### config.mk
export PLATFORM = sky130hd
export DESIGN_NAME = mult_ctrl
export DESIGN_NICKNAME = d
export VERILOG_FILES = /design/src/rtl/mult_ctrl.sv
export SDC_FILE = /design/constraint.sdc
export NUM_CORES = 1
export LEC_CHECK = 0
export CAP_MARGIN = 20
export CORE_MARGIN = 3
export CORE_UTILIZATION = 23
export DETAILED_ROUTE_END_ITERATION = 6
export DONT_BUFFER_PORTS = 1
export SYNTH_ARGS = -nofsm -noshare
export SYNTH_HDL_FRONTEND = slang
export SYNTH_SLANG_ARGS = --single-unit
### constraint.sdc
create_clock -name clk -period 12.65 [get_ports clk]
set_clock_uncertainty 0.2 [all_clocks]
set_input_delay 2.53 -clock clk [delete_from_list [all_inputs] [get_ports clk]]
set_output_delay 2.53 -clock clk [all_outputs]
set_load 0.1 [all_outputs]
### src/rtl/mult_ctrl.sv
// Operand sequencer and 2-entry result FIFO sitting in front of the iterative multiplier.
// Issues one operation at a time, enforces the begin-low gap, and aborts a hung multiplier.
module mult_ctrl #(
  parameter int TIMEOUT = 64,
  parameter int CNT_W   = 16
) (
  input  logic             clk,
  input  logic             rst,
  input  logic             in_valid,
  output logic             in_ready,
  input  logic [31:0]      in_op1,
  input  logic [31:0]      in_op2,
  output logic             mult_begin,
  output logic [31:0]      mult_op1,
  output logic [31:0]      mult_op2,
  input  logic [63:0]      product,
  input  logic             mult_end,
  output logic             out_valid,
  input  logic             out_ready,
  output logic [63:0]      out_product,
  output logic [CNT_W-1:0] done_cnt,
  output logic             err_timeout
);

  localparam int WD_W = $clog2(TIMEOUT) + 1;

  typedef enum logic [1:0] {IDLE, RUN, GAP} state_t;

  state_t          state, state_nx;
  logic [WD_W-1:0] wd_cnt;
  logic [1:0]      fifo_count;
  logic [63:0]     entry1;
  logic            accept, end_hit, wd_hit, push, pop;

  assign in_ready  = (state == IDLE) && (fifo_count < 2'd2);
  assign out_valid = (fifo_count != 2'd0);
  assign accept    = in_valid && in_ready;
  // A zero watchdog count marks the first RUN cycle, where a stale end flag must not count.
  assign end_hit   = (state == RUN) && (wd_cnt != '0) && mult_end;
  assign wd_hit    = (state == RUN) && !end_hit && (wd_cnt == WD_W'(TIMEOUT - 1));
  assign push      = end_hit;
  assign pop       = out_valid && out_ready;

  always_comb begin
    state_nx = state;
    case (state)
      IDLE:    if (accept) state_nx = RUN;
      RUN:     if (end_hit || wd_hit) state_nx = GAP;
      GAP:     state_nx = IDLE;
      default: state_nx = IDLE;
    endcase
  end

  always_ff @(posedge clk or posedge rst) begin
    if (rst) begin
      state      <= IDLE;
      mult_begin <= 1'b0;
    end else begin
      state      <= state_nx;
      mult_begin <= (state_nx == RUN);
    end
  end

  always_ff @(posedge clk or posedge rst) begin
    if (rst) begin
      mult_op1    <= '0;
      mult_op2    <= '0;
      wd_cnt      <= '0;
      done_cnt    <= '0;
      err_timeout <= 1'b0;
    end else begin
      if (accept) begin
        mult_op1 <= in_op1;
        mult_op2 <= in_op2;
        wd_cnt   <= '0;
      end else if (state == RUN) begin
        wd_cnt <= wd_cnt + WD_W'(1);
      end
      if (push) done_cnt <= done_cnt + CNT_W'(1);
      if (wd_hit) err_timeout <= 1'b1;
    end
  end

  // Shift-style FIFO: out_product is the head register itself, entry1 the one behind it.
  always_ff @(posedge clk or posedge rst) begin
    if (rst) begin
      fifo_count  <= 2'd0;
      out_product <= '0;
      entry1      <= '0;
    end else begin
      case ({push, pop})
        2'b10: begin
          if (fifo_count == 2'd0) out_product <= product;
          else                    entry1      <= product;
          fifo_count <= fifo_count + 2'd1;
        end
        2'b01: begin
          if (fifo_count == 2'd2) out_product <= entry1;
          fifo_count <= fifo_count - 2'd1;
        end
        2'b11: begin
          if (fifo_count == 2'd1) begin
            out_product <= product;
          end else begin
            out_product <= entry1;
            entry1      <= product;
          end
        end
        default: ;
      endcase
    end
  end

endmodule

==> impl_summary.log <==
[metrics] outcome: finished clean
[metrics] maximum count of clock buffers along a single path: 3
[metrics] count of flip-flops with a built-in enable after synthesis: 0
[metrics] most area-hungry cell type in the Yosys netlist: dfrtp_1
[metrics] CTS tree: built
[metrics] leading post-synthesis cells by cell area: dfrtp_1 (61%), mux2_1 (10%), mux2_2 (6.0%)
[metrics] predominant post-synthesis flop cell: dfrtp_1
[metrics] most repeated cell in the gate-level netlist after synthesis: dfrtp_1
[metrics] via density per instance: 4.41
[metrics] total grt overflow: 0
[metrics] # hold bufs at CTS: 0
[metrics] type of destination of the critical path: flop
[metrics] worst path required time: 12910 ps
[metrics] Post-Synthesis Net Count: 841
[metrics] Clock Tree Root: clkbuf_16
[metrics] measured slew at the worst slew-check pin: 1040 ps
[metrics] type of the most critical hold path: reg -> reg
[metrics] WP data arrival: 5560 ps
[metrics] synthesized area per cell: 12.9 µm²
[metrics] core area: 38100 µm²
[metrics] max_cap viols: 0
[metrics] number of nets with antenna violations after routing: 0
[metrics] share of synthesized area occupied by flip-flops and latches: 61.4%
[metrics] final critical delay including setup and external delays: 5300 ps
[metrics] number of synthesis warnings: 0
[metrics] routability cong.: 0.690
[metrics] Hold Vio Cnt, Final: 0
[metrics] Top-Level Pins: 281
[metrics] fraction of registers with async set or reset after synthesis: 100%
[metrics] wire length of the first global-routing pass: 33400 µm
[metrics] Max Freq: 189 MHz
[metrics] number of post-CTS setup repair buffers: 0
[metrics] growth of design area from synthesis to finish: 15.2%
[metrics] Diodes inserted: 0
[metrics] number of register bits inferred by synthesis: 221
[metrics] clock latency on the worst-skew pair: 540 ps
[metrics] starting density of the core: 23.6%
[metrics] critical path launch point type: input pin
[metrics] part of the cycle the worst path needs: 41.9%
[metrics] top cell type's share of synthesized area: 61.4%
[metrics] setup repair after global routing missed its margin: no
[metrics] most used standard cells in the synthesized netlist: dfrtp_1 (221), mux2_1 (80), nor2_1 (77)
[metrics] Detailed Place HPWL: 14800 µm
[metrics] vias in the first global route: 5681
[metrics] number of antenna violations at the first check in global routing: 3
[metrics] number of iterations in the first detailed-routing pass: 4
[metrics] die width: 204 µm
[metrics] number of DRC violations after detailed-routing iteration 0: 234
[metrics] post-cts resize count: 0
[metrics] DRC violations left: 0
[metrics] net count of the finished layout: 834
[metrics] Vert. Die Dim: 204 µm
[metrics] clock sinks: 221
[metrics] final-layout fill cell count: 3859
[metrics] via total after detailed routing: 5380
[metrics] area of the die: 41600 µm²
[metrics] total number of placement rows: 71
[metrics] ratio of cells with drive above 1 in the final layout: 15.4%
[metrics] number of port buffers: 0
[metrics] Max FO, Critical Path: 70
[metrics] sum of negative setup slack: 0 ps
[metrics] Clock transition at path regs: 60 ps
[metrics] post-detailed-route wirelength per cell: 18.2 µm
[metrics] post-synthesis cell type count: 36
[metrics] TritonCTS buffer count: 26
[metrics] number of max-slew violations in the final report: 0
[metrics] H-tree Lvls: 1
[metrics] Crit Path Category: in -> reg
[metrics] pin count of the biggest net entering global routing: 151
[metrics] post-synthesis instance total: 698
[metrics] Cell Area, Synth: 9000 µm²
[metrics] relative max-transition margin: 30.5%
[metrics] GRT Total Usage: 10.2%
[metrics] overall routed net length: 22200 µm
[metrics] final setup violation count: 0
[path summary, 6_finish.rpt]
check	to	cells past startpoint	from	slack [ps]
setup reg to reg	out_product[20]	11	wd_cnt[0]	8400
setup / recovery	out_product[20]	9	mult_end	7350
min in group asynchronous	mult_op1[12]	1	rst	1700
hold reg to reg	entry1[59]	1	entry1[59]	290
max in group asynchronous	entry1[45]	3	rst	8820
hold / removal	entry1[59]	1	entry1[59]	290
[state kept, by name, indices dropped and copies added (netlist names)]
| register | flops |
|---|---|
| state | 2 |
| fifo_count | 2 |
| mult_op2 | 32 |
| entry1 | 64 |
| out_product | 64 |
| wd_cnt | 7 |
| err_timeout | 1 |
| done_cnt | 16 |
| mult_op1 | 32 |
| mult_begin | 1 |
[metal layers]
layer	GRT usage (%)	routed length [µm]
met5	0	0
met4	2.90	692
met3	5.80	3230
met2	16.9	10200
met1	11.1	8100
[metrics by stage]
step           std cells  cell area [µm²]  worst slack (ps)  hold WS (ps)  utilization, %
3_3_place_gp        1173             9540              6880           274            25.0
6_report            1220            10400              7350           289            27.2
3_5_place_dp        1173             9540              6730           281            25.0
5_1_grt             1220            10400              7020           319            27.2
4_1_cts             1219            10300              7300           295            27.2
2_1_floorplan        698             9000              3870           265               -
[placed cells by master, fill, tap and decap left out, types with 2 or more instances in the layout]
master,instances
a21o_1,4
a21oi_1,67
a22oi_1,64
and3_1,3
buf_4,6
clkbuf_1,8
clkbuf_16,28
clkinv_2,4
clkinv_4,2
clkinvlp_4,2
dfrtp_1,221
ha_1,10
inv_1,7
inv_2,3
mux2_1,80
mux2_2,48
nand2_1,14
nand3_1,8
nand4_1,6
nor2_1,77
nor2b_1,2
nor3_1,2
xnor2_1,14
xor2_1,7
[cell families after synthesis]
group,synth area share [%]
flip-flops,61.4
buffers and inverters,2.92
multiplexers,16.0
AO/OA/AOI/OAI,10.0
adder cells (fa/ha/maj),1.39
AND/OR/NAND/NOR,6.03
XOR/XNOR,2.22
[final cells by class]
class                      instances  area, µm²  area share [%]
clock inverter                    10       91.3           0.880
clock buffer                      36        719            6.93
sequential                       221       5530            53.3
tap                              511        639            6.16
multi-input combinational        423       3250            31.3
inverter                          11       48.8           0.470
timing repair buffer               8       97.6           0.941
[critical path: stages]
cell and delay, ps:
nand3b_1 110, a21o_1 350, inv_2 140, ha_1 310
a221oi_4 680, buf_4 510, buf_4 630, nor2_1 90
a21oi_1 150
Power is not shown: default switching activity piles up to over one toggle a cycle in this logic, so the estimate is an artifact.
